<file path="config.mk">
export PLATFORM = sky130hd
export DESIGN_NAME = disp_scan_ctrl
export DESIGN_NICKNAME = d
export VERILOG_FILES = /design/src/rtl/disp_pkg.sv /design/src/rtl/hex7seg_decode.sv /design/src/rtl/disp_scan_ctrl.sv
export SDC_FILE = /design/constraint.sdc
export NUM_CORES = 1
export LEC_CHECK = 0
export CORE_ASPECT_RATIO = 1.2
export CORE_MARGIN = 8
export CORE_UTILIZATION = 50
export CTS_CLUSTER_DIAMETER = 150
export DETAILED_ROUTE_END_ITERATION = 8
export PLACE_DENSITY_LB_ADDON = 0.12
export RECOVER_POWER = 25
export SETUP_SLACK_MARGIN = 0.3
export SYNTH_ARGS = -nofsm -noshare
export SYNTH_HDL_FRONTEND = slang
export SYNTH_SLANG_ARGS = --single-unit
</file>
<file path="constraint.sdc">
create_clock -name clk -period 4.65 [get_ports clk]
set_input_delay 0.93 -clock clk [delete_from_list [all_inputs] [get_ports clk]]
set_output_delay 0.93 -clock clk [all_outputs]
set_load 0.01 [all_outputs]
</file>
<file path="src/rtl/disp_pkg.sv">
// disp_pkg: shared constants and types for the 8-digit 7-segment scan controller.
//   DIGITS, ANODE_OFF, SEG_OFF, SEG_TABLE (active-low, seg[0]=a .. seg[6]=g),
//   slot_state_e {BLANK, SHOW}.
package disp_pkg;

  localparam int unsigned DIGITS = 8;

  localparam logic [7:0] ANODE_OFF = 8'hFF;
  localparam logic [6:0] SEG_OFF   = 7'h7F;

  // Glyphs 0-9, A, b, C, d, E, F; bit order {g,f,e,d,c,b,a}, 0 = segment lit.
  localparam logic [6:0] SEG_TABLE [16] = '{
    7'h40, 7'h79, 7'h24, 7'h30,
    7'h19, 7'h12, 7'h02, 7'h78,
    7'h00, 7'h10, 7'h08, 7'h03,
    7'h46, 7'h21, 7'h06, 7'h0E
  };

  typedef enum logic {
    BLANK = 1'b0,
    SHOW  = 1'b1
  } slot_state_e;

endpackage

</file>
<file path="src/rtl/hex7seg_decode.sv">
// hex7seg_decode: combinational hex nibble to active-low 7-segment pattern.
//   nibble in  [3:0]  hex digit
//   seg    out [6:0]  active-low cathodes, seg[0]=a .. seg[6]=g
module hex7seg_decode
  import disp_pkg::*;
(
  input  logic [3:0] nibble,
  output logic [6:0] seg
);

  always_comb begin
    seg = SEG_TABLE[nibble];
  end

endmodule

</file>
<file path="src/rtl/disp_scan_ctrl.sv">
// disp_scan_ctrl: scans an 8-digit active-low 7-segment display.
//   clk, rst          clock, asynchronous active-high reset
//   load_valid/ready  handshake for a new display word (double-buffered,
//                     applied at frame boundaries only)
//   load_data/mask/dp 32-bit hex word, per-digit enable, per-digit point
//   anode, seg, dp    registered active-low display drive
//   frame_done        one-cycle pulse after the digit-7 slot ends
// Optional: define DISP_LZB_EN for leading-zero blanking.
module disp_scan_ctrl
  import disp_pkg::*;
#(
  parameter int unsigned REFRESH_DIV = 100000,
  parameter int unsigned BLANK_CYC   = 8
) (
  input  logic        clk,
  input  logic        rst,
  input  logic        load_valid,
  output logic        load_ready,
  input  logic [31:0] load_data,
  input  logic [7:0]  load_mask,
  input  logic [7:0]  load_dp,
  output logic [7:0]  anode,
  output logic [6:0]  seg,
  output logic        dp,
  output logic        frame_done
);

  localparam int unsigned CNT_W = (REFRESH_DIV > 1) ? $clog2(REFRESH_DIV) : 1;
  localparam logic [CNT_W-1:0] CNT_LAST   = CNT_W'(REFRESH_DIV - 1);
  localparam logic [CNT_W-1:0] BLANK_LAST = CNT_W'(BLANK_CYC - 1);

  logic [CNT_W-1:0] cnt_q, cnt_d;
  logic [2:0]       idx_q, idx_d;
  slot_state_e      state_q, state_d;

  logic [31:0] act_data_q, act_data_d;
  logic [7:0]  act_mask_q, act_mask_d;
  logic [7:0]  act_dp_q, act_dp_d;
  logic [31:0] pend_data_q, pend_data_d;
  logic [7:0]  pend_mask_q, pend_mask_d;
  logic [7:0]  pend_dp_q, pend_dp_d;
  logic        pend_full_q, pend_full_d;

  logic [7:0]  anode_q, anode_d;
  logic [6:0]  seg_q, seg_d;
  logic        dp_q, dp_d;
  logic        frame_done_q, frame_done_d;

  logic        cnt_end;
  logic        boundary;
  logic [7:0]  vis_mask;
  logic [3:0]  nibble;
  logic [6:0]  seg_dec;
  logic        lit;

  assign load_ready = !pend_full_q;

  // Visible digits: mask, optionally trimmed above the most significant
  // nonzero nibble. Scanning from the top keeps a running "something
  // nonzero at or above this digit" flag.
`ifdef DISP_LZB_EN
  logic upper_nz;
  always_comb begin
    upper_nz    = 1'b0;
    vis_mask    = '0;
    vis_mask[0] = act_mask_q[0];
    for (int unsigned i = DIGITS - 1; i >= 1; i--) begin
      upper_nz    = upper_nz | (|act_data_q[4*i +: 4]);
      vis_mask[i] = act_mask_q[i] & upper_nz;
    end
  end
`else
  always_comb begin
    vis_mask = act_mask_q;
  end
`endif

  always_comb begin
    nibble = act_data_q[4*idx_q +: 4];
  end

  hex7seg_decode u_dec (
    .nibble (nibble),
    .seg    (seg_dec)
  );

  always_comb begin
    cnt_end  = (cnt_q == CNT_LAST);
    boundary = cnt_end && (idx_q == 3'd7);

    cnt_d = cnt_end ? '0 : cnt_q + 1'b1;
    idx_d = cnt_end ? idx_q + 3'd1 : idx_q;

    state_d = state_q;
    case (state_q)
      BLANK: if (cnt_q == BLANK_LAST) state_d = SHOW;
      SHOW:  if (cnt_end)             state_d = BLANK;
      default: state_d = BLANK;
    endcase

    act_data_d  = act_data_q;
    act_mask_d  = act_mask_q;
    act_dp_d    = act_dp_q;
    pend_data_d = pend_data_q;
    pend_mask_d = pend_mask_q;
    pend_dp_d   = pend_dp_q;
    pend_full_d = pend_full_q;

    // Promotion and acceptance are exclusive: acceptance needs an empty
    // pending buffer, promotion needs a full one.
    if (boundary && pend_full_q) begin
      act_data_d  = pend_data_q;
      act_mask_d  = pend_mask_q;
      act_dp_d    = pend_dp_q;
      pend_full_d = 1'b0;
    end else if (load_valid && !pend_full_q) begin
      pend_data_d = load_data;
      pend_mask_d = load_mask;
      pend_dp_d   = load_dp;
      pend_full_d = 1'b1;
    end

    lit          = (state_q == SHOW) && vis_mask[idx_q];
    anode_d      = lit ? ~(8'h01 << idx_q) : ANODE_OFF;
    seg_d        = lit ? seg_dec : SEG_OFF;
    dp_d         = lit ? ~act_dp_q[idx_q] : 1'b1;
    frame_done_d = boundary;
  end

  always_ff @(posedge clk or posedge rst) begin
    if (rst) begin
      cnt_q        <= '0;
      idx_q        <= '0;
      state_q      <= BLANK;
      act_data_q   <= '0;
      act_mask_q   <= '0;
      act_dp_q     <= '0;
      pend_data_q  <= '0;
      pend_mask_q  <= '0;
      pend_dp_q    <= '0;
      pend_full_q  <= 1'b0;
      anode_q      <= ANODE_OFF;
      seg_q        <= SEG_OFF;
      dp_q         <= 1'b1;
      frame_done_q <= 1'b0;
    end else begin
      cnt_q        <= cnt_d;
      idx_q        <= idx_d;
      state_q      <= state_d;
      act_data_q   <= act_data_d;
      act_mask_q   <= act_mask_d;
      act_dp_q     <= act_dp_d;
      pend_data_q  <= pend_data_d;
      pend_mask_q  <= pend_mask_d;
      pend_dp_q    <= pend_dp_d;
      pend_full_q  <= pend_full_d;
      anode_q      <= anode_d;
      seg_q        <= seg_d;
      dp_q         <= dp_d;
      frame_done_q <= frame_done_d;
    end
  end

  assign anode      = anode_q;
  assign seg        = seg_q;
  assign dp         = dp_q;
  assign frame_done = frame_done_q;

endmodule

</file>
==> impl_metrics.tcl, run 1 <==
set metrics [dict create \
    clk_path_buf_depth 2 \
    final_antenna_net_count 0 \
    multi_input_comb_area_mm2 0.00231 \
    netlist_top_cells_count "sky130_fd_sc_hd__dfrtp_1, sky130_fd_sc_hd__mux2_2, sky130_fd_sc_hd__nand2_1" \
    startpoint_type "flip-flop" \
    core_area_mm2 0.0115 \
    yosysWarningCount 0 \
    hold_path_class "reg2reg" \
    power.density_cell_area_mw_per_mm2 386 \
    proportion_of_synthesized_flip_flops_having_asynchronous_set_or_reset_pct 100 \
    num_rows 43 \
    insertedDiodeCount 0 \
    power_frac_comb_pct 4.0 \
    power_frac_clock_pct 51.6 \
    max_freq_ghz 0.308 \
    global_route.usage.met1_pct 19.2 \
    reported_max_cap_violation_count 0 \
    finalHoldViolations 0 \
    finalWirelength_um 11100 \
    dieHeight_um 134 \
    finalSetupTns_ps 0 \
    detail_route.wl_per_cell_um 17.0 \
    top_level_ports 69 \
    cts.htree.levels 4 \
    worst-slew-pin-transition_ps 1210 \
    clk_transition_reported_paths_ps 50 \
    end_kind "flip-flop" \
    tritoncts "yes" \
    critical_path_required_ps 4940 \
    largest_net_degree_at_the_start_of_global_routing 136 \
    die_x_um 115 \
    design.die.area_mm2 0.0154 \
    cellInternalPower_uw 2290 \
    num-fill-cells 926 \
    postSynthNetCount 473 \
    dp_cells 619 \
    power_switching_uw 529 \
    drive_gt1_share_pct 32.8 \
    clock_root_buffer "sky130_fd_sc_hd__clkbuf_16" \
    synth.avg_cell_area_um2 14.3 \
    layout.nets 546 \
    via_count 3428 \
    run_status "complete, no violations" \
    rsz_0062_raised_after_global_routing "false" \
    gr-usage-met2_pct 24.9 \
    grt_antenna_before_repair 0 \
    power.share.sequential_pct 44.4 \
    synth_cell_types 42 \
    grt_overflow 0 \
    postCtsHoldBufs 0 \
    ir_drop_mv 0.236 \
    netSwitchingFraction_pct 18.8 \
    path_class "reg2reg" \
    buffer_ports.inserted 68 \
    grtUsageMet3_pct 4.87 \
    netlist.top_cell.by_area "sky130_fd_sc_hd__dfrtp_1" \
    time_the_worst_path_needs_with_i_o_delays_and_setup_ps 3250 \
    clock-sinks 135 \
    postLayoutCellArea_mm2 0.00731 \
    post-cts-setup-buffer-count 0 \
    timing.max_slew.rel_slack_pct 19.4 \
    ys_seq_elements 135 \
    layoutNonFillerInstCount 651 \
    top_usage_layer_grt "met2" \
    detail_route.iter0.violations 155 \
    cell_with_the_most_instances_after_synthesis "sky130_fd_sc_hd__dfrtp_1" \
    power.static_leakage_uw 0.00328 \
    synth_flop_cell "sky130_fd_sc_hd__dfrtp_1" \
    start_util_pct 50.8 \
    post-route-period-util_pct 69.9 \
    cp.arrival_ps 3540 \
    netlist_instances 408 \
    sequential_cell_area_mm2 0.00340 \
    netlist.area_leader.share_pct 50.9 \
    synth.cell_area_mm2 0.00585 \
    portion_of_the_post_synthesis_area_used_by_sequential_elements_pct 58.1 \
    timing.clock.skew_ps 5.16 \
    worst_skew_pair.late_latency_ps 410 \
    critPathMaxFanout 49 \
    numCtsBuffers 17 \
    area_delta_synth_final_pct 25.0 \
    grt_first_pass_wirelength_um 18700 \
    slew_viol_final 0 \
    vias_per_cell 5.27 \
    grt_pass1_vias 3739 \
    global_route.usage.total_pct 15.7 \
    detailed_placement_hpwl_um 7600 \
    post_synth_edffs 0 \
    detailed_place.area_mm2 0.00667 \
    number_of_gates_given_a_new_drive_strength_after_cts 0 \
    drt_first_pass_iters 6 \
    route.detailed.drc 0 \
    finalWeightedCongestion 0.816 \
    yosys-top-cells-area "sky130_fd_sc_hd__dfrtp_1, sky130_fd_sc_hd__mux2_2, sky130_fd_sc_hd__dfstp_2, sky130_fd_sc_hd__mux4_2, sky130_fd_sc_hd__ha_1" \
    setup_viol_count_final 0 \
]
[placed cells by master (no fill, tap or decap), types with 5 or more instances in the layout]
master	netlist	routed
sky130_fd_sc_hd__mux2_4	9	9
sky130_fd_sc_hd__inv_1	8	7
sky130_fd_sc_hd__dfrtp_1	119	119
sky130_fd_sc_hd__nand4_1	5	5
sky130_fd_sc_hd__xor2_1	6	6
sky130_fd_sc_hd__ha_1	14	14
sky130_fd_sc_hd__nand2_1	24	24
sky130_fd_sc_hd__and3_1	7	6
sky130_fd_sc_hd__nor2_1	16	16
sky130_fd_sc_hd__clkdlybuf4s50_1	0	67
sky130_fd_sc_hd__nor3_1	5	5
sky130_fd_sc_hd__mux2_2	90	90
sky130_fd_sc_hd__dfstp_2	16	16
sky130_fd_sc_hd__mux4_2	10	10
sky130_fd_sc_hd__xnor2_1	9	9
sky130_fd_sc_hd__bufinv_16	0	5
sky130_fd_sc_hd__nand3_1	10	10
sky130_fd_sc_hd__mux2i_1	9	9
sky130_fd_sc_hd__clkbuf_16	0	17
[kinds of logic (layout without fill, tap and decap cells)]
| family | after synthesis | count (layout) | synth area share (%) |
|---|---|---|---|
| DFF | 135 | 135 | 58.1 |
| buffers and inverters | 26 | 112 | 2.42 |
| adders and majority gates | 14 | 14 | 3.00 |
| AOI/OAI and AO/OA | 21 | 21 | 2.46 |
| muxes | 118 | 118 | 25.0 |
| xor gates and xnor gates | 15 | 15 | 2.25 |
| and+or+nand+nor | 79 | 79 | 6.74 |
[routing by layer]
metal | vias up | share of wire (%) | wire [um]
met2 | 80 | 49 | 5440
met3 | 14 | 4.5 | 501
met1 | 1732 | 44 | 4910
met4 | 0 | 1.9 | 205
li1 | 1602 | - | -
met5 | - | 0 | 0
[stage by stage]
step	total power (uW)	hold slack [ps]	utilization, %	setup slack (ps)
after floorplan	1320	456	-	2050
after CTS	2850	489	63.5	1420
after global placement	1380	474	57.9	1550
final	2820	491	63.5	1400
after global routing	2920	510	63.5	1180
after detailed placement	1390	477	57.9	1460
[worst max-delay path: stages, from the launching register on]
cell                      delay, ps
sky130_fd_sc_hd__dfrtp_1        410
sky130_fd_sc_hd__ha_1           190
sky130_fd_sc_hd__and4_1         290
sky130_fd_sc_hd__nand2_2        110
sky130_fd_sc_hd__nor3_4         570
sky130_fd_sc_hd__and3_2        1100
sky130_fd_sc_hd__mux2_2         430
[state kept, by name, summed over array words and instances, names as in the netlist]
register,cells
act_data_q,32
act_dp_q,8
act_mask_q,8
anode,8
cnt_q,17
dp,1
frame_done,1
idx_q,3
pend_data_q,32
pend_dp_q,8
pend_full_q,1
pend_mask_q,8
seg,7
state_q,1
[path summary, 6_finish.rpt]
| kind | to | cells after the start | startpoint | slack, ps |
|---|---|---|---|---|
| setup / recovery | act_mask_q[3]$_DFFE_PP0P_ | 6 | cnt_q[0]$_DFF_PP0_ | 1400 |
| hold / removal | cnt_q[11]$_DFF_PP0_ | 1 | cnt_q[11]$_DFF_PP0_ | 490 |
| setup reg to reg | act_mask_q[3]$_DFFE_PP0P_ | 6 | cnt_q[0]$_DFF_PP0_ | 1400 |
| hold reg to reg | cnt_q[11]$_DFF_PP0_ | 1 | cnt_q[11]$_DFF_PP0_ | 490 |
| max in group asynchronous | act_data_q[7]$_DFFE_PP0P_ | 3 | rst | 2930 |
| min in group asynchronous | pend_data_q[22]$_DFFE_PP0P_ | 3 | rst | 1180 |
[layout make-up]
type | instances | share of cell area (%)
Multi-Input combinational cell | 247 | 31.7
Inverter | 9 | 0.479
Timing Repair Buffer | 71 | 9.79
Clock inverter | 8 | 2.29
Tap cell | 157 | 2.69
Sequential cell | 135 | 46.5
Clock buffer | 24 | 6.59
[power groups by stage]
| stage | Combinational [uW] | Clock (uW) | Sequential (uW) |
|---|---|---|---|
| CTS | 116 | 1480 | 1250 |
| global placement | 112 | 0 | 1270 |
| floorplan | 59.8 | 0 | 1260 |
| detailed placement | 115 | 0 | 1270 |
| global route | 124 | 1540 | 1260 |
| finish | 112 | 1460 | 1250 |
Note: power is estimated with default switching activity, not from simulation.
==> run 2, diff against run 1 <==
- clock period: 4.65 -> 2.9 ns (I/O delays scaled with it)
==> run 2 against run 1 <==
  * The run now ends with max-capacitance violations, max-slew violations left
  * Clock power rose by 43%
  * Design area barely moved
  * Power increased by 52%
  * Sequential share of layout area is essentially flat
  * Critical endpoint is now seg[3]$_DFF_PP1_
==> impl_metrics.tcl, run 2 (synthesis results as in run 1) <==
set metrics [dict create \
    run_status "complete, but fails checks" \
    violations "max-capacitance violations, max-slew violations" \
    reported_max_cap_violation_count 1 \
    finalCoreUtilization_pct 63.5 \
    layoutNonFillerInstCount 653 \
    slew_viol_final 35 \
    power.density_cell_area_mw_per_mm2 585 \
    num-fill-cells 908 \
    clock-sinks 135 \
    numCtsBuffers 17 \
    layout_commonest_cell "sky130_fd_sc_hd__dfrtp_1" \
    critical_path_required_ps 3190 \
    tritoncts "yes" \
    ff2ff_setup_slack_ps 470 \
    setup_viol_count_final 0 \
    time_the_worst_path_needs_with_i_o_delays_and_setup_ps 2430 \
    grt_pass1_vias 3720 \
    num_rows 43 \
    dp_cells 624 \
    insertedDiodeCount 0 \
    reg2reg_depth 9 \
    p_total_uw 4280 \
    post-route-period-util_pct 83.7 \
    design.die.area_mm2 0.0154 \
    max_freq_ghz 0.412 \
    postCtsHoldBufs 0 \
    most-common-layout-cells "sky130_fd_sc_hd__dfrtp_1, sky130_fd_sc_hd__mux2_2, sky130_fd_sc_hd__clkdlybuf4s50_1" \
    hold_slack_ps 493 \
    global_route.usage.total_pct 16.5 \
    detailed_placement_hpwl_um 7950 \
    clk_transition_reported_paths_ps 60 \
    buffer_ports.inserted 68 \
    cts.htree.levels 4 \
    rsz_0062_raised_after_global_routing "false" \
    post-cts-setup-buffer-count 0 \
    biggestRegsByFlops "act_data_q x32, pend_data_q x32, cnt_q x17" \
    layout.nets 551 \
    top_level_ports 69 \
    worst_skew_pair.late_latency_ps 410 \
    clk_path_buf_depth 2 \
    drive_gt1_share_pct 33.9 \
    critPathMaxFanout 7 \
    final_antenna_net_count 0 \
    timing.hold.worst_path_depth 1 \
    path_class "reg2reg" \
    finalWeightedCongestion 0.865 \
    grt_first_pass_wirelength_um 19500 \
    grt_antenna_before_repair 0 \
    detail_route.wl_per_cell_um 17.6 \
    via_count 3425 \
    clock_root_buffer "sky130_fd_sc_hd__clkbuf_16" \
    finalWirelength_um 11500 \
    finalHoldViolations 0 \
    route.detailed.drc 0 \
    start_util_pct 50.8 \
    core_area_mm2 0.0115 \
    grt_overflow 0 \
    die_x_um 115 \
    detail_route.iter0.violations 174 \
    cp.arrival_ps 2720 \
    hold_path_class "reg2reg" \
    timing.max_slew.rel_slack_pct -13.5 \
    ir_drop_mv 0.400 \
    power.static_leakage_uw 0.00325 \
    end_kind "flip-flop" \
    vias_per_cell 5.25 \
    largest_net_degree_at_the_start_of_global_routing 102 \
    worst-slew-pin-transition_ps 1700 \
    timing.clock.skew_ps 11.9 \
    drt_first_pass_iters 4 \
    area_delta_synth_final_pct 25.1 \
    finalSetupTns_ps 0 \
    dieHeight_um 134 \
    startpoint_type "flip-flop" \
]
run 2: path summary, 6_finish.rpt:
kind	start	endpoint
min in group asynchronous	rst	cnt_q[4]$_DFF_PP0_
worst min register to register	cnt_q[14]$_DFF_PP0_	cnt_q[14]$_DFF_PP0_
worst max-delay path	idx_q[0]$_DFFE_PP0N_	seg[3]$_DFF_PP1_
worst max register to register	idx_q[0]$_DFFE_PP0N_	seg[3]$_DFF_PP1_
worst min-delay path	cnt_q[14]$_DFF_PP0_	cnt_q[14]$_DFF_PP0_
max in group asynchronous	rst	act_data_q[10]$_DFFE_PP0P_
run 2: repair_timing:
action | CTS | global route
pin swaps | 0 | 0
resized for setup | 2 | 5
setup endpoints to repair | 5 | 6
run 2: worst max-delay path, cell delays in order (launching register included):
cell and delay (ps):
sky130_fd_sc_hd__dfrtp_2 440, sky130_fd_sc_hd__buf_4 210, sky130_fd_sc_hd__mux4_2 560, sky130_fd_sc_hd__mux2i_4 240, sky130_fd_sc_hd__inv_1 150, sky130_fd_sc_hd__ha_1 220
sky130_fd_sc_hd__inv_1 80, sky130_fd_sc_hd__a21oi_1 60, sky130_fd_sc_hd__a211oi_1 230, sky130_fd_sc_hd__o21ai_0 110
run 2: area by class of cell:
cell class                 instances  area (um2)  share of cell area [%]
tap                              157         196                    2.69
timing repair buffer              76         762                    10.4
sequential                       135        3400                    46.5
multi-input combinational        247        2350                    32.1
clock buffer                      26         509                    6.96
inverter                           9        35.0                   0.479
clock inverter                     3        65.1                   0.890
run 2: stage by stage:
step / cell area [um2] / setup slack (ps)
after global routing: 7310 / 328
after detailed placement: 6730 / 223
after floorplan: 5850 / 542
final: 7310 / 472
after global placement: 6730 / 404
after CTS: 7310 / 339
run 2: metal layers:
| layer | global-route usage (%) | vias to the layer above | part of all wire [%] |
|---|---|---|---|
| met1 | 20.5 | 1722 | 45 |
| met5 | 0 | - | 0 |
| met4 | 7.61 | 0 | 1.7 |
| met3 | 4.47 | 17 | 4.0 |
| li1 | - | 1613 | - |
| met2 | 26.4 | 73 | 49 |
run 2: power breakdown:
part / total [uW] / internal, uW / switching (uW) / leakage [uW]
combinational: 178 / 116 / 61.6 / 0.00124
clock: 2090 / 1360 / 727 / 0.000282
sequential: 2010 / 1970 / 42.7 / 0.00173
